**src/rtl/mem_stream_writer_pkg.sv**
```systemverilog
// Shared types and helpers for the byte-stream memory writer.
// Imported by the packer and the top-level controller.
package mem_stream_writer_pkg;

    typedef enum logic [1:0] {
        IDLE,
        LOAD,
        FLUSH,
        DONE
    } writer_state_t;

    function automatic int bpw(input int width);
        return width / 8;
    endfunction

endpackage

```
**src/rtl/mem_stream_writer_byte_packer.sv**
```systemverilog
// Packs accepted bytes little-endian into WIDTH-bit words and
// emits a registered one-cycle word_valid with the finished word.
import mem_stream_writer_pkg::*;

module byte_packer #(
    parameter int WIDTH = 16
) (
    input  logic             clock,
    input  logic             reset,
    input  logic             clear,
    input  logic             accept,
    input  logic [7:0]       in_data,
    output logic             last,
    output logic             word_valid,
    output logic [WIDTH-1:0] word
);

    localparam int BPW = bpw(WIDTH);
    localparam int IW  = (BPW > 1) ? $clog2(BPW) : 1;
    localparam logic [IW-1:0] LAST_IDX = IW'(BPW - 1);

    logic [IW-1:0]    idx;
    logic [WIDTH-1:0] pack;
    logic [WIDTH-1:0] merged;

    assign last = accept && (idx == LAST_IDX);

    always_comb begin
        merged = pack;
        merged[8*idx +: 8] = in_data;
    end

    always_ff @(posedge clock or posedge reset) begin
        if (reset) begin
            idx        <= '0;
            pack       <= '0;
            word       <= '0;
            word_valid <= 1'b0;
        end else begin
            word_valid <= 1'b0;
            if (clear) begin
                idx  <= '0;
                pack <= '0;
            end else if (accept) begin
                if (last) begin
                    word       <= merged;
                    word_valid <= 1'b1;
                    idx        <= '0;
                    pack       <= '0;
                end else begin
                    pack <= merged;
                    idx  <= idx + 1'b1;
                end
            end
        end
    end

endmodule

```
**src/rtl/mem_stream_writer.sv**
```systemverilog
// Streams bytes into a single-port memory as packed words, starting
// at a latched base address; pulses done when word_count words land.
import mem_stream_writer_pkg::*;

module mem_stream_writer #(
    parameter  int WIDTH = 16,
    parameter  int DEPTH = 256,
    localparam int AW    = $clog2(DEPTH)
) (
    input  logic             clock,
    input  logic             reset,
    input  logic             start,
    input  logic [AW-1:0]    base_addr,
    input  logic [AW:0]      word_count,
    input  logic [7:0]       in_data,
    input  logic             in_valid,
    output logic             in_ready,
    output logic [AW-1:0]    mem_addr,
    output logic [WIDTH-1:0] mem_data,
    output logic             mem_we,
    output logic             busy,
    output logic             done
);

    localparam logic [AW-1:0] LAST_ADDR = AW'(DEPTH - 1);

    writer_state_t state;
    writer_state_t state_next;

    logic [AW-1:0] addr;
    logic [AW:0]   count;
    logic [AW:0]   wcnt;
    logic          accept;
    logic          last;
    logic          clear;
    logic          final_word;

    assign accept     = in_valid && in_ready;
    assign clear      = (state == IDLE) && start;
    assign final_word = ((wcnt + 1'b1) == count);

    always_ff @(posedge clock or posedge reset) begin
        if (reset) state <= IDLE;
        else       state <= state_next;
    end

    always_comb begin
        state_next = state;
        unique case (state)
            IDLE:  if (start)
                       state_next = (word_count == '0) ? DONE : LOAD;
            LOAD:  if (last && final_word)
                       state_next = FLUSH;
            FLUSH: state_next = DONE;
            DONE:  state_next = IDLE;
            default: state_next = IDLE;
        endcase
    end

    always_comb begin
        in_ready = (state == LOAD);
        busy     = (state != IDLE);
        done     = (state == DONE);
    end

    // Address/count latch; mem_addr tracks the word the packer is emitting.
    always_ff @(posedge clock or posedge reset) begin
        if (reset) begin
            addr     <= '0;
            count    <= '0;
            wcnt     <= '0;
            mem_addr <= '0;
        end else if (clear) begin
            addr  <= base_addr;
            count <= word_count;
            wcnt  <= '0;
        end else if (last) begin
            mem_addr <= addr;
            addr     <= (addr == LAST_ADDR) ? '0 : addr + 1'b1;
            wcnt     <= wcnt + 1'b1;
        end
    end

    byte_packer #(
        .WIDTH(WIDTH)
    ) u_packer (
        .clock      (clock),
        .reset      (reset),
        .clear      (clear),
        .accept     (accept),
        .in_data    (in_data),
        .last       (last),
        .word_valid (mem_we),
        .word       (mem_data)
    );

endmodule

```
**config.mk**
```make
export PLATFORM = sky130hd
export DESIGN_NAME = mem_stream_writer
export DESIGN_NICKNAME = d
export VERILOG_FILES = /design/src/rtl/mem_stream_writer_pkg.sv /design/src/rtl/mem_stream_writer_byte_packer.sv /design/src/rtl/mem_stream_writer.sv
export SDC_FILE = /design/constraint.sdc
export NUM_CORES = 1
export LEC_CHECK = 0
export ABC_AREA = 1
export CAP_MARGIN = 10
export CORE_ASPECT_RATIO = 0.9
export CORE_MARGIN = 1.5
export CORE_UTILIZATION = 41
export CTS_BUF_LIST = sky130_fd_sc_hd__clkbuf_16
export DETAILED_ROUTE_END_ITERATION = 8
export PLACE_DENSITY_LB_ADDON = 0.15
export SLEW_MARGIN = 25
export SYNTH_ARGS = -nofsm -noshare
export SYNTH_HDL_FRONTEND = slang
export SYNTH_SLANG_ARGS = --single-unit
export TNS_END_PERCENT = 5
```
**constraint.sdc**
```tcl
create_clock -name clock -period 2.6 [get_ports clock]
set_input_delay 0.39 -clock clock [delete_from_list [all_inputs] [get_ports clock]]
set_output_delay 0.39 -clock clock [all_outputs]
set_load 0.02 [all_outputs]
```
# After elaboration in Yosys (flattened, before gate mapping)
# Cells that the tools add are included.
# word_totals
out_inout_bits	28
register_bits	70
# op_classes
n_eq_ne	7
shifts	2
n_reduce_logical	12
add_sub_neg	4
n_bitwise	1
muxes	19
# ops
cell	n
two-way mux 16 bit	3
negation 4 -> 34 bit	1
variable shift 8 x 34 -> 16 bit (first input constant)	1
indexed part select 8 x 34 -> 16 bit	1
two-way mux 8 bit	3
two-way mux 9 bit	2
bitwise mux 16 bit	1
adder 9 x 1 -> 9 bit (second input constant)	1
equality test 9 bit	1
zero test 9 bit	1
adder 8 x 1 -> 8 bit (second input constant)	1
equality test 8 bit (second input constant)	1
case mux 2 bit (4 select lines)	1
two-way mux 1 bit	6
two-way mux 2 bit	3
nonzero test 2 bit	3
equality test 2 bit (second input constant)	2
logical AND 1 bit	4
AND reduction 2 bit	2
AND reduction 3 bit	1
equality test 2 x 1 -> 1 bit (second input constant)	1
zero test 2 bit	1
!= test 2 x 1 -> 1 bit (second input constant)	1
!= test 2 bit (second input constant)	1
other kinds (2)	2

# Depth between registers and ports, before layout
# logic_depth
depth_word	6
depth_mapped	14

# Hierarchy
# From an unflattened synthesis, not the netlist that was laid out.
# hier_totals
hier_cells	466
hier_area_um2	3580.9
# by_module_without_submodules
module	cells_per_inst	instances	area_each_um2
mem_stream_writer	269	1	2001.9
byte_packer	197	1	1579.0

# Worst setup path after synthesis
# No wires, ideal clock.
# synth_path
path_type	reg-to-reg
from	register state[1]
to	register u_packer.pack[0]
synth_period_minus_slack_ns	1.803
arrival_ns	1.673
stages_incl_launch_ff	9
slack_ns	0.797
path_buffers	1
setup_time_ns	0.130
cell_sequence	dfrtp_1 > inv_1 > ha_1 > nand3_1 > nand2_2 > clkinv_1 > buf_2 > nand3_1 > o21ai_0
# synth_between
elab_chain_cells	6
elab_cells_between_ends	9
cone_classes	eq/ne: 1; mux: 3; reduce/logical: 5
# synth_rtl
element	line_no	rtl
from (decl)	mem_stream_writer.sv:27	writer_state_t state;
from (signal assigned)	mem_stream_writer.sv:44	else state <= state_next;
equality test 2 x 1 -> 1 bit *	mem_stream_writer.sv:61	in_ready = (state == LOAD);
named net in_ready	mem_stream_writer.sv:17	output logic in_ready,
logical AND 1 bit *	mem_stream_writer.sv:38	assign accept = in_valid && in_ready;
logical AND 1 bit	mem_stream_writer_byte_packer.sv:26	assign last = accept && (idx == LAST_IDX);
two-way mux 16 bit	mem_stream_writer_byte_packer.sv:45	if (last) begin
two-way mux 16 bit	mem_stream_writer_byte_packer.sv:44	end else if (accept) begin
two-way mux 16 bit	mem_stream_writer_byte_packer.sv:41	if (clear) begin
to (signal assigned)	mem_stream_writer_byte_packer.sv:51	pack <= merged;
to (decl)	mem_stream_writer_byte_packer.sv:23	logic [WIDTH-1:0] pack;
# The timed path passes the listed nets; every way through them passes the cells marked *. The select of a mux whose other input is x is not followed.
# A chain may end at the register's enable or synchronous reset.

# Worst setup path in the final report
# layout_path
from	register state[1]
to	output port in_ready
# layout_between
elab_chain_cells	1
# layout_rtl
element	line_no
equality test 2 x 1 -> 1 bit	mem_stream_writer.sv:61
to (decl)	mem_stream_writer.sv:17
# Every way passes these cells.

==> flow_metrics.env <==
export IMPL_dieWidth_um=99.5
export IMPL_ant_nets=0
export IMPL_drc=0
export IMPL_synth_nets=461
export IMPL_cts_htree_levels=3
export IMPL_slew_headroom=0.573
export IMPL_dieArea_mm2=0.00894
export IMPL_syn2layout_area_growth_pct=30.0
export IMPL_dieHeight_um=89.9
export IMPL_worstReg2RegStart="state[1]"
export IMPL_grt_pass1_vias=2792
export IMPL_start_util=0.424
export IMPL_rsz0062_at_grt="no"
export IMPL_cts_resized_gates=0
export IMPL_cp_max_fo=4
export IMPL_switchingPower_mw=1.89
export IMPL_crit_slowest_cell="clkdlybuf4s50_1"
export IMPL_p_per_area_mw_per_mm2=1150
export IMPL_arrival_ns=1.81
export IMPL_track_usage=0.190
export IMPL_clk_latency_ns=0.33
export IMPL_worst_pin_slew_ns=0.633
export IMPL_p_int_mw=3.26
export IMPL_synthCells=425
export IMPL_ioPinCount=57
export IMPL_rows=31
export IMPL_ys_seq_area_frac=0.510
export IMPL_place_congestion=0.835
export IMPL_nets=521
export IMPL_layout_setup_ws_ns=0.403
export IMPL_drv_slew=0
export IMPL_cts_buffers=9
export IMPL_maxCapViolCount=0
export IMPL_clkPwrFrac=0.271
export IMPL_clkSlewWorstSetupHoldPaths_ns=0.06
export IMPL_worst_setup_path_end_kind="output port"
export IMPL_cts_num_sinks=70
export IMPL_status="finished, final reports clean"
export IMPL_synth_seq_cells=70
export IMPL_routed_wirelength_mm=7.81
export IMPL_dr_pass1_iters=5
export IMPL_dp_cells=573
export IMPL_required_ns=2.21
export IMPL_crit_path_start_kind="flip-flop"
export IMPL_fmax_mhz=455
export IMPL_drtIter0Drc=128
export IMPL_synthesis_area_mm2=0.00344
export IMPL_reg2reg_to="wcnt[1]"
export IMPL_wl_per_cell_um=13.3
export IMPL_syn_area_per_cell_um2=8.09
export IMPL_path_cells="inv_1, ha_1, clkdlybuf4s50_1"
export IMPL_pre_cts_slack_ns=0.465
export IMPL_share_seq_of_total_power=0.346
export IMPL_cts_root_buf="clkbuf_16"
export IMPL_io_buffers=56
export IMPL_hpwl_mm=5.42
export IMPL_instances_no_fill=589
export IMPL_worstSetupPathType="reg -> out"
export IMPL_finalHoldViolCount=0
export IMPL_core_area_mm2=0.00811
export IMPL_rr_worst_depth=6
export IMPL_hold_path_class="in -> async"
export IMPL_total_leakage_power_nw=2.11
export IMPL_antenna_found_initial=0
export IMPL_cts_setup_buffers=0
export IMPL_vias=2948
export IMPL_finalCritPeriodShare=0.845
export IMPL_finClkSkew_ns=0.00682
export IMPL_final_min_clock_period_ns=2.20
export IMPL_grt_overflow=0
export IMPL_cts_tree="done"
export IMPL_grt_max_degree=36
export IMPL_max_stage_delay_ns=0.67
export IMPL_swShare=0.367
export IMPL_cts_hold_buffers=0
export IMPL_tns_ns=0
export IMPL_antenna_cells=0
export IMPL_viasPerCell=5.01
export IMPL_yosys_cell_types_count=29
export IMPL_ir_drop_uv=466
export IMPL_reg2reg_slack_ns=0.53
export IMPL_cts_buffer_depth=2
export IMPL_layout_drive_gt1_share=0.0837
export IMPL_synth_warning_count=0
export IMPL_setup_viol=0
export IMPL_combPwrFrac=0.383
export IMPL_grt_pass1_wl_mm=13.4
## final cells by class
cell class	instances	area [µm²]
Sequential cell	70	1750
Clock inverter	7	114
Fill cell	757	3640
Tap cell	99	124
Clock buffer	9	225
Timing Repair Buffer	64	633
Inverter	52	195
Multi-Input combinational cell	288	1430
## cell usage in the layout, fill, tap and decap left out, drive strengths merged, types with 2 or more instances in the layout
| cell | count |
|---|---|
| nand3 | 38 |
| xor2 | 4 |
| xnor2 | 2 |
| o22ai | 5 |
| clkbuf | 9 |
| nor3 | 2 |
| nand3b | 3 |
| inv | 52 |
| dfrtp | 70 |
| nand4 | 7 |
| o21ai | 52 |
| bufinv | 3 |
| buf | 8 |
| clkinv | 3 |
| ha | 7 |
| o221ai | 6 |
| nor2 | 15 |
| nand2 | 140 |
| or2 | 2 |
| clkdlybuf4s50 | 56 |
## power groups by stage
stage | Clock [mW] | Sequential [mW] | Combinational [mW]
after detailed placement | 0 | 1.80 | 1.97
after global placement | 0 | 1.80 | 1.95
after global routing | 1.47 | 1.85 | 2.20
after CTS | 1.43 | 1.79 | 1.99
final | 1.39 | 1.78 | 1.97
after floorplan | 0 | 1.93 | 1.10
## registers in the layout, indices dropped and copies added (netlist names)
register	count
mem_addr	8
count	9
wcnt	9
addr	8
state	2
u_packer.word_valid	1
u_packer.idx	1
u_packer.pack	16
u_packer.word	16
## stage by stage
step / utilization / power [mW] / instance area (µm²) / hold slack (ns)
floorplan: - / 3.03 / 3440 / 0.466
global placement: 0.509 / 3.75 / 4130 / 0.458
detailed placement: 0.509 / 3.78 / 4130 / 0.458
CTS: 0.551 / 5.21 / 4470 / 0.394
global route: 0.551 / 5.53 / 4470 / 0.422
finish: 0.551 / 5.15 / 4470 / 0.388
## routing by layer
| metal | GRT usage | wire (µm) | vias up | share of wire |
|---|---|---|---|---|
| met5 | 0 | 0 | - | 0 |
| met4 | 0.0728 | 127 | 0 | 0.016 |
| met3 | 0.0467 | 332 | 11 | 0.043 |
| met2 | 0.286 | 3460 | 73 | 0.44 |
| met1 | 0.264 | 3890 | 1367 | 0.50 |
| li1 | - | - | 1497 | - |
## synth_stat cells
cell type / n / share of area
inv_2: 2 / 0.0022
nand3_1: 38 / 0.055
nand2_1: 131 / 0.14
xor2_1: 4 / 0.010
o221ai_1: 6 / 0.015
nor2_4: 2 / 0.0066
nor2_1: 10 / 0.011
a31oi_1: 1 / 0.0018
a22o_1: 1 / 0.0025
inv_1: 49 / 0.054
nor2_2: 3 / 0.0055
or2_2: 2 / 0.0036
o21ai_0: 51 / 0.074
buf_2: 6 / 0.0087
a21boi_0: 1 / 0.0022
clkinv_1: 1 / 0.0011
o21ai_1: 1 / 0.0015
a21oi_1: 1 / 0.0015
dfrtp_1: 70 / 0.51
nand2_2: 9 / 0.016
nor3_1: 2 / 0.0029
clkbuf_1: 8 / 0.0087
o41ai_1: 1 / 0.0025
nand4_1: 7 / 0.013
ha_1: 7 / 0.025
buf_1: 1 / 0.0011
o22ai_1: 5 / 0.0091
nand3b_1: 3 / 0.0066
xnor2_1: 2 / 0.0051
## worst max-delay path, delay by kind of cell, from the launching register on
family | cells | cell delay, ns
adders and majority gates | 1 | 0.29
buffers and inverters | 2 | 0.78
DFF | 1 | 0.41
## how the worst max path moves through the flow
stage                        start               end  slack, ns  cells after the start
final                     state[1]          in_ready       0.40                      3
after global routing      state[1]          in_ready       0.31                      3
after CTS                 state[1]          in_ready       0.39                      3
after detailed placement     start  u_packer.pack[0]       0.46                      7
after global placement       start           wcnt[1]       0.52                      6
after floorplan              reset           addr[0]       0.44                      1
## cells by family after synthesis
| group | share of synthesized area |
|---|---|
| buffers and inverters | 0.0754 |
| and+or+nand+nor | 0.264 |
| DFF | 0.510 |
| AOI/OAI and AO/OA | 0.111 |
| xor gates and xnor gates | 0.0153 |
| adders and majority gates | 0.0255 |
(Power assumes the default switching activity.)
